<file path="src/rtl/pwr_wr_arbiter_if.sv">
`default_nettype none
// ============================================================================
// Module      : pwr_seq_if / axi_lite_if
// Description : Interfaces used by pwr_wr_arbiter.
//               pwr_seq_if  - clock and synchronous active-high reset bundle.
//               axi_lite_if - 32-bit AXI4-Lite bus (AW, W, B, AR, R channels).
// Ports       : pwr_seq_if.slave   : clk, rst inputs
//               axi_lite_if.master : drives AW/W/B-ready/AR/R-ready
//               axi_lite_if.slave  : drives ready/response side
// Revision    : 1.0 - initial release
// ============================================================================

interface pwr_seq_if;
  logic clk;
  logic rst;

  modport master (output clk, output rst);
  modport slave  (input  clk, input  rst);
endinterface

interface axi_lite_if;
  // Write address channel
  logic        aw_valid;
  logic        aw_ready;
  logic [31:0] aw_addr;
  logic [2:0]  aw_prot;
  // Write data channel
  logic        w_valid;
  logic        w_ready;
  logic [31:0] w_data;
  logic [3:0]  w_strb;
  // Write response channel
  logic        b_valid;
  logic        b_ready;
  logic [1:0]  b_resp;
  // Read address channel
  logic        ar_valid;
  logic        ar_ready;
  logic [31:0] ar_addr;
  logic [2:0]  ar_prot;
  // Read data channel
  logic        r_valid;
  logic        r_ready;
  logic [31:0] r_data;
  logic [1:0]  r_resp;

  modport master (
    output aw_valid, aw_addr, aw_prot,
    output w_valid, w_data, w_strb,
    output b_ready,
    output ar_valid, ar_addr, ar_prot,
    output r_ready,
    input  aw_ready, w_ready,
    input  b_valid, b_resp,
    input  ar_ready,
    input  r_valid, r_data, r_resp
  );

  modport slave (
    input  aw_valid, aw_addr, aw_prot,
    input  w_valid, w_data, w_strb,
    input  b_ready,
    input  ar_valid, ar_addr, ar_prot,
    input  r_ready,
    output aw_ready, w_ready,
    output b_valid, b_resp,
    output ar_ready,
    output r_valid, r_data, r_resp
  );
endinterface

`default_nettype wire

</file>
<file path="src/rtl/pwr_wr_arbiter.sv">
`default_nettype none
// ============================================================================
// Module      : pwr_wr_arbiter
// Description : Two-port write arbiter onto a single AXI4-Lite master. Port 0
//               (maestro) has priority; port 1 (fsm) is guaranteed a grant after
//               STARVE_LIMIT consecutive port-0 grants while it waits. One write
//               is outstanding at a time; completion is a one-cycle ack pulse
//               with an error flag taken from the B response.
// Ports       : seq_port   - clock / synchronous active-high reset
//               req_i      - per-port level write request (bit0 maestro, bit1 fsm)
//               addr_i     - per-port target address
//               data_i     - per-port write data
//               ack_o      - per-port one-cycle completion pulse
//               err_o      - error pulse coincident with ack_o
//               axi_master - AXI4-Lite master (AR/R tied inactive)
// Options     : `define PWR_WR_ARB_TIMEOUT_EN to abort writes that spend
//               TIMEOUT_CYCLES cycles in SEND/RESP (completes with err_o=1).
// Revision    : 1.0 - initial release
// ============================================================================

module pwr_wr_arbiter #(
  parameter int STARVE_LIMIT   = 4,
  parameter int TIMEOUT_CYCLES = 256
) (
  pwr_seq_if.slave          seq_port,
  input  logic [1:0]        req_i,
  input  logic [1:0][31:0]  addr_i,
  input  logic [1:0][31:0]  data_i,
  output logic [1:0]        ack_o,
  output logic              err_o,
  axi_lite_if.master        axi_master
);

  typedef enum logic [1:0] {
    S_IDLE = 2'd0,
    S_SEND = 2'd1,
    S_RESP = 2'd2,
    S_DONE = 2'd3
  } state_t;

  localparam int              c_starve_w   = $clog2(STARVE_LIMIT + 1);
  localparam logic [c_starve_w-1:0] c_starve_max = STARVE_LIMIT[c_starve_w-1:0];

  state_t                  r_state;
  state_t                  w_state_nxt;
  logic                    r_gnt;
  logic [31:0]             r_addr;
  logic [31:0]             r_data;
  logic                    r_aw_valid;
  logic                    r_w_valid;
  logic [1:0]              r_bresp;
  logic [c_starve_w-1:0]   r_starve_cnt;

  logic                    w_any_req;
  logic                    w_gnt_sel;
  logic                    w_aw_done;
  logic                    w_w_done;
  logic                    w_abort;
  logic                    w_timeout_err;

  assign w_any_req = |req_i;
  // Port 1 wins when it is the only requester or when port 0 has used up its
  // allowance of back-to-back grants while port 1 was waiting.
  assign w_gnt_sel = req_i[1] & (~req_i[0] | (r_starve_cnt == c_starve_max));

  // A channel is finished once its valid has dropped or it is handshaking now.
  assign w_aw_done = ~r_aw_valid | axi_master.aw_ready;
  assign w_w_done  = ~r_w_valid  | axi_master.w_ready;

`ifdef PWR_WR_ARB_TIMEOUT_EN
  localparam int                   c_to_w   = $clog2(TIMEOUT_CYCLES + 1);
  localparam logic [c_to_w-1:0]    c_to_max = TIMEOUT_CYCLES[c_to_w-1:0];

  logic [c_to_w-1:0] r_to_cnt;
  logic              r_to_flag;
  logic              w_busy;

  assign w_busy        = (r_state == S_SEND) | (r_state == S_RESP);
  assign w_abort       = w_busy & (r_to_cnt == c_to_max);
  assign w_timeout_err = r_to_flag;

  always_ff @(posedge seq_port.clk) begin
    if (seq_port.rst) begin
      r_to_cnt  <= '0;
      r_to_flag <= 1'b0;
    end else begin
      if (!w_busy) begin
        r_to_cnt <= '0;
      end else if (!w_abort) begin
        r_to_cnt <= r_to_cnt + 1'b1;
      end
      if (r_state == S_IDLE) begin
        r_to_flag <= 1'b0;
      end else if (w_abort) begin
        r_to_flag <= 1'b1;
      end
    end
  end
`else
  localparam int unused_timeout_cycles = TIMEOUT_CYCLES;
  assign w_abort       = 1'b0;
  assign w_timeout_err = 1'b0;
`endif

  // Next-state logic
  always_comb begin
    w_state_nxt = r_state;
    case (r_state)
      S_IDLE: if (w_any_req) w_state_nxt = S_SEND;
      S_SEND: begin
        if (w_abort) begin
          w_state_nxt = S_DONE;
        end else if (w_aw_done && w_w_done) begin
          w_state_nxt = S_RESP;
        end
      end
      S_RESP: begin
        if (w_abort || axi_master.b_valid) w_state_nxt = S_DONE;
      end
      S_DONE:  w_state_nxt = S_IDLE;
      default: w_state_nxt = S_IDLE;
    endcase
  end

  // Completion outputs, all decoded from registered state
  always_comb begin
    ack_o = 2'b00;
    err_o = 1'b0;
    if (r_state == S_DONE) begin
      ack_o[r_gnt] = 1'b1;
      err_o        = (r_bresp != 2'b00) | w_timeout_err;
    end
  end

  always_ff @(posedge seq_port.clk) begin
    if (seq_port.rst) begin
      r_state      <= S_IDLE;
      r_gnt        <= 1'b0;
      r_addr       <= '0;
      r_data       <= '0;
      r_aw_valid   <= 1'b0;
      r_w_valid    <= 1'b0;
      r_bresp      <= 2'b00;
      r_starve_cnt <= '0;
    end else begin
      r_state <= w_state_nxt;
      case (r_state)
        S_IDLE: begin
          if (w_any_req) begin
            // Latch the winner's request so later input changes cannot
            // disturb the write in flight.
            r_gnt      <= w_gnt_sel;
            r_addr     <= addr_i[w_gnt_sel];
            r_data     <= data_i[w_gnt_sel];
            r_aw_valid <= 1'b1;
            r_w_valid  <= 1'b1;
            r_bresp    <= 2'b00;
          end
        end
        S_SEND: begin
          if (w_abort) begin
            r_aw_valid <= 1'b0;
            r_w_valid  <= 1'b0;
          end else begin
            if (r_aw_valid && axi_master.aw_ready) r_aw_valid <= 1'b0;
            if (r_w_valid  && axi_master.w_ready)  r_w_valid  <= 1'b0;
          end
        end
        S_RESP: begin
          if (axi_master.b_valid && !w_abort) r_bresp <= axi_master.b_resp;
        end
        default: ;
      endcase

      // Counts port-0 wins only while port 1 is actually waiting.
      if (!req_i[1]) begin
        r_starve_cnt <= '0;
      end else if ((r_state == S_IDLE) && w_any_req) begin
        if (w_gnt_sel) begin
          r_starve_cnt <= '0;
        end else if (r_starve_cnt != c_starve_max) begin
          r_starve_cnt <= r_starve_cnt + 1'b1;
        end
      end
    end
  end

  assign axi_master.aw_valid = r_aw_valid;
  assign axi_master.aw_addr  = r_addr;
  assign axi_master.aw_prot  = 3'b000;
  assign axi_master.w_valid  = r_w_valid;
  assign axi_master.w_data   = r_data;
  assign axi_master.w_strb   = 4'hF;
  assign axi_master.b_ready  = (r_state == S_RESP);
  assign axi_master.ar_valid = 1'b0;
  assign axi_master.ar_addr  = '0;
  assign axi_master.ar_prot  = 3'b000;
  assign axi_master.r_ready  = 1'b0;

  // Read channels are never used.
  logic w_unused_read;
  assign w_unused_read = &{1'b0, axi_master.ar_ready, axi_master.r_valid,
                           axi_master.r_data, axi_master.r_resp};

endmodule

`default_nettype wire

</file>
<file path="src/flat_wrapper.sv">
// flat-port wrapper written by rule: the top's interface ports become plain ports
module pwr_wr_arbiter_flat 
#(
  parameter int STARVE_LIMIT   = 4,
  parameter int TIMEOUT_CYCLES = 256
)
  (req_i, addr_i, data_i, ack_o, err_o, seq_port_clk, seq_port_rst, axi_master_aw_valid, axi_master_aw_addr, axi_master_aw_prot, axi_master_w_valid, axi_master_w_data, axi_master_w_strb, axi_master_b_ready, axi_master_ar_valid, axi_master_ar_addr, axi_master_ar_prot, axi_master_r_ready, axi_master_aw_ready, axi_master_w_ready, axi_master_b_valid, axi_master_b_resp, axi_master_ar_ready, axi_master_r_valid, axi_master_r_data, axi_master_r_resp);
  pwr_seq_if seq_port_i ();
  axi_lite_if axi_master_i ();
  input  logic [1:0] req_i;
  input  logic [1:0][31:0] addr_i;
  input  logic [1:0][31:0] data_i;
  output logic [1:0] ack_o;
  output logic err_o;
  input wire logic [$bits(seq_port_i.clk)-1:0] seq_port_clk;
  input wire logic [$bits(seq_port_i.rst)-1:0] seq_port_rst;
  output wire logic [$bits(axi_master_i.aw_valid)-1:0] axi_master_aw_valid;
  output wire logic [$bits(axi_master_i.aw_addr)-1:0] axi_master_aw_addr;
  output wire logic [$bits(axi_master_i.aw_prot)-1:0] axi_master_aw_prot;
  output wire logic [$bits(axi_master_i.w_valid)-1:0] axi_master_w_valid;
  output wire logic [$bits(axi_master_i.w_data)-1:0] axi_master_w_data;
  output wire logic [$bits(axi_master_i.w_strb)-1:0] axi_master_w_strb;
  output wire logic [$bits(axi_master_i.b_ready)-1:0] axi_master_b_ready;
  output wire logic [$bits(axi_master_i.ar_valid)-1:0] axi_master_ar_valid;
  output wire logic [$bits(axi_master_i.ar_addr)-1:0] axi_master_ar_addr;
  output wire logic [$bits(axi_master_i.ar_prot)-1:0] axi_master_ar_prot;
  output wire logic [$bits(axi_master_i.r_ready)-1:0] axi_master_r_ready;
  input wire logic [$bits(axi_master_i.aw_ready)-1:0] axi_master_aw_ready;
  input wire logic [$bits(axi_master_i.w_ready)-1:0] axi_master_w_ready;
  input wire logic [$bits(axi_master_i.b_valid)-1:0] axi_master_b_valid;
  input wire logic [$bits(axi_master_i.b_resp)-1:0] axi_master_b_resp;
  input wire logic [$bits(axi_master_i.ar_ready)-1:0] axi_master_ar_ready;
  input wire logic [$bits(axi_master_i.r_valid)-1:0] axi_master_r_valid;
  input wire logic [$bits(axi_master_i.r_data)-1:0] axi_master_r_data;
  input wire logic [$bits(axi_master_i.r_resp)-1:0] axi_master_r_resp;
  assign seq_port_i.clk = seq_port_clk;
  assign seq_port_i.rst = seq_port_rst;
  assign axi_master_aw_valid = axi_master_i.aw_valid;
  assign axi_master_aw_addr = axi_master_i.aw_addr;
  assign axi_master_aw_prot = axi_master_i.aw_prot;
  assign axi_master_w_valid = axi_master_i.w_valid;
  assign axi_master_w_data = axi_master_i.w_data;
  assign axi_master_w_strb = axi_master_i.w_strb;
  assign axi_master_b_ready = axi_master_i.b_ready;
  assign axi_master_ar_valid = axi_master_i.ar_valid;
  assign axi_master_ar_addr = axi_master_i.ar_addr;
  assign axi_master_ar_prot = axi_master_i.ar_prot;
  assign axi_master_r_ready = axi_master_i.r_ready;
  assign axi_master_i.aw_ready = axi_master_aw_ready;
  assign axi_master_i.w_ready = axi_master_w_ready;
  assign axi_master_i.b_valid = axi_master_b_valid;
  assign axi_master_i.b_resp = axi_master_b_resp;
  assign axi_master_i.ar_ready = axi_master_ar_ready;
  assign axi_master_i.r_valid = axi_master_r_valid;
  assign axi_master_i.r_data = axi_master_r_data;
  assign axi_master_i.r_resp = axi_master_r_resp;
  pwr_wr_arbiter #(.STARVE_LIMIT(STARVE_LIMIT), .TIMEOUT_CYCLES(TIMEOUT_CYCLES)) u_core (.seq_port(seq_port_i), .req_i(req_i), .addr_i(addr_i), .data_i(data_i), .ack_o(ack_o), .err_o(err_o), .axi_master(axi_master_i));
endmodule
</file>
<file path="config.mk">
export PLATFORM = sky130hd
export DESIGN_NAME = pwr_wr_arbiter_flat
export DESIGN_NICKNAME = d
export VERILOG_FILES = /design/src/rtl/pwr_wr_arbiter_if.sv /design/src/rtl/pwr_wr_arbiter.sv /design/src/flat_wrapper.sv
export SDC_FILE = /design/constraint.sdc
export NUM_CORES = 1
export LEC_CHECK = 0
export ABC_AREA = 1
export CORE_AREA = 2 2 113 115
export CTS_CLUSTER_DIAMETER = 120
export CTS_CLUSTER_SIZE = 30
export DETAILED_ROUTE_END_ITERATION = 10
export DIE_AREA = 0 0 115 117
export DONT_BUFFER_PORTS = 1
export SLEW_MARGIN = 20
export SYNTH_ARGS = -nofsm -noshare
export SYNTH_HDL_FRONTEND = slang
export SYNTH_SLANG_ARGS = --single-unit
</file>
<file path="constraint.sdc">
create_clock -name seq_port_clk -period 1.3 [get_ports seq_port_clk]
set_input_delay 0.26 -clock seq_port_clk [delete_from_list [all_inputs] [get_ports seq_port_clk]]
set_output_delay 0.26 -clock seq_port_clk [all_outputs]
set_load 0.02 [all_outputs]
</file>
==> impl_metrics.toml, run 1 <==
[placement]
place_congestion = 0.7365
dp_slack_ns = -0.1163
dp.cells = 839
port_buffers = 0
dp_hpwl_microns = 7561

[detailed_routing]
vias = 4036
avgViaCountPerCell = 4.661
drc = 0
drt_iter0_drc = 170
final_antenna_net_count = 0
drt_wl_total_microns = 11580
avgRoutedWirePerCell_microns = 13.38
dr.pass1.iters = 6

[critical_path]
reg2reg_depth = 11
crit_type = "flop to primary output"
max_stage_delay_ns = 0.34
cp_common_cell = "buf_6"
worstPathRequired_ns = 1.04
startpoint_type = "flop"
crit_cells = 5
cp_num_buf_inv = 4
cp-startpoint = "u_core.r_state[0]"
r2r-start = "u_core.r_state[0]"
critPathTopFamily = "buffers and inverters"
path_cells = "inv_2, buf_6, ha_4, buf_6, buf_6"
r2r-end = "u_core.axi_master.w_data[2]"
crit_arrival_ns = 1.22
critPathSlowestCell = "dfxtp_2"
crit_fanout = 3
critical_path.endpoint = "axi_master_b_ready"
crit_path_end_kind = "primary output"
ff2ff_setup_slack_ns = -0.14

[die]
initial_utilization = 0.3503
rows = 41
dieArea_sq_mm = 0.01346
fp.coreArea_sq_mm = 0.01231
fp.dieW_microns = 115
die_h_microns = 117
pin_count = 287

[global_route]
track_usage = 0.1564
grt_max_degree = 69
grt_pass1_wl_microns = 16220
grt_pass1_vias = 3292
overflow = 0
antenna_found_initial = 0

[pwr]
vdd_ir_drop_max_mv = 1.553
power_mw = 12.32
p_leak_nw = 2.817
p_per_area_mw_per_mm2 = 2347

[cts]
cts_tree = "done"
cts_buffers = 9
clkTransAtPathRegs_ns = 0.05
clock-sinks = 74
cts_buffer_depth = 2
insertion_delay_ns = 0.34
clockRootBuffer = "clkbuf_16"
ctsHtreeMaxLevel = 3

[timing]
rsz0062_at_grt = "true"
fmax_ghz = 0.6736
fin_crit_sh = 1.142
min_period_ns = 1.484
hold_viol_final = 0
report.final.setup_viol = 72
slew_viol_final = 0
finalWorstSetupSlack_ns = -0.1845
tns_ns = -8.383
skew_ns = 0.006004

[synth]
synth_area_sq_mm = 0.004313
synth-seq-cells = 74
yosysTopAreaCellShare = 0.3435
syn_area_per_cell_sq_um = 6.215
yosys.area.top_type = "dfxtp_1"
synthCells = 694
ys_warn_count = 0
synth_cell_types = 19
synthTopCellsByArea = "dfxtp_1 (34%), nand3_1 (16%), nand2_1 (13%)"
yosysSeqAreaShare = 0.3435

[job]
drv_cap = 0

[outcome]
violations = "setup timing"
outcome = "finished with violations"

[cells_and_area]
area_delta_synth_final_pct = 21.76
fin_cells = 866
n_antenna_cell = 0
drive_gt1_frac = 0.1494
nFillCells = 1318
fin_nets = 890

[hold_path]
hp-class = "input port to flop"
metal layers:
layer | vias to the layer above | share of wire | global-route usage
li1 | 2079 | - | -
met1 | 1771 | 0.41 | 0.1762
met2 | 167 | 0.48 | 0.2686
met3 | 19 | 0.090 | 0.05407
met4 | 0 | 0.020 | 0.06988
met5 | - | 0 | 0
worst min-delay path by stage:
stage | end | cells past startpoint | start | slack (ns)
2_1_floorplan | u_core.r_bresp[0] | 2 | axi_master_b_valid | 0.43
3_3_place_gp | u_core.r_gnt | 1 | seq_port_rst | 0.35
3_5_place_dp | u_core.r_gnt | 1 | seq_port_rst | 0.35
4_1_cts | u_core.axi_master.w_data[7] | 3 | seq_port_rst | 0.05
5_1_grt | u_core.axi_master.w_data[8] | 3 | seq_port_rst | 0.06
6_report | u_core.axi_master.w_data[8] | 3 | seq_port_rst | 0.07
repair_timing:
| action | CTS | global route |
|---|---|---|
| endpoints found under the setup margin | 72 | 78 |
| pin swaps | 7 | 13 |
| setup buffers | 4 | 3 |
| hold buffers | 1 | 0 |
| endpoints found under the hold margin | 5 | 0 |
| gates cloned | 3 | 1 |
| gates resized for setup | 31 | 28 |
cells in the final DEF (no fill, tap or decap), drive strengths merged:
master,n
buf,46
a21boi,1
dfxtp,74
clkinv,2
nand3,136
nand2,151
clkbuf,12
nand4,2
bufinv,3
bufbuf,2
o21ai,4
conb,44
nor2,143
ha,6
a21oi,9
dlygate4sd3,1
inv,80
worst min-delay path, delay by kind of cell:
kind	cells	cell delay, ns
simple gates	2	0.07
buf+inv	1	0.03
synth_stat cells, drive strengths merged:
master	count
ha	6
conb	2
clkbuf	8
a21boi	1
inv	80
nand3	136
buf	78
nand2	151
dfxtp	74
nand4	2
nor2	143
a21oi	9
o21ai	4
state kept, by name, indices dropped and copies added (netlist names):
| register | flops |
|---|---|
| u_core.r_starve_cnt | 3 |
| u_core.axi_master.w_valid | 1 |
| u_core.axi_master.aw_addr | 32 |
| u_core.axi_master.aw_valid | 1 |
| u_core.r_state | 2 |
| u_core.axi_master.w_data | 32 |
| u_core.r_bresp | 2 |
| u_core.r_gnt | 1 |
kinds of logic after synthesis:
logic type                 share of synthesized area
and+or+nand+nor                               0.4189
buffers and inverters                         0.2016
DFF                                           0.3435
AOI/OAI and AO/OA                            0.01683
adders and majority gates                    0.01741
other                                       0.001741
metrics by stage:
step           cell area, sq um  hold WS, ns  utilization
6_report                   5251      0.06678       0.4265
5_1_grt                    5251      0.05942       0.4265
4_1_cts                    5126      0.05083       0.4164
3_5_place_dp               4531       0.3482       0.3680
3_3_place_gp               4531       0.3487       0.3680
2_1_floorplan              4512       0.4323            -
power by group:
part	internal (mW)	leakage, nW	total (mW)	switching (mW)
Clock	1.97	0.176	2.92	0.949
Sequential	3.04	0.615	4.40	1.36
Combinational	2.33	2.03	5.00	2.67
area by class of cell:
cell class	count	area (sq um)	share of cell area
Clock buffer	11	252.7	0.04813
Clock inverter	5	100.1	0.01906
Inverter	80	302.8	0.05766
Multi-Input combinational cell	496	2290	0.4360
Sequential cell	74	1486	0.2831
Tap cell	150	187.7	0.03574
Timing Repair Buffer	50	631.9	0.1203
No activity file was read; power rests on OpenSTA's default activity.
==> inputs of run 2 (changes only) <==
--- a/config.mk
+++ b/config.mk
@@ -6,12 +6,14 @@
 export NUM_CORES = 1
 export LEC_CHECK = 0
 export ABC_AREA = 1
+export CAP_MARGIN = 20
 export CORE_AREA = 2 2 113 115
 export CTS_CLUSTER_DIAMETER = 120
 export CTS_CLUSTER_SIZE = 30
 export DETAILED_ROUTE_END_ITERATION = 10
 export DIE_AREA = 0 0 115 117
 export DONT_BUFFER_PORTS = 1
+export GPL_ROUTABILITY_DRIVEN = 0
 export SLEW_MARGIN = 20
 export SYNTH_ARGS = -nofsm -noshare
 export SYNTH_HDL_FRONTEND = slang
==> results of run 2 <==
Same layout as run 1: the final DEF is identical, and so are final timing and power.
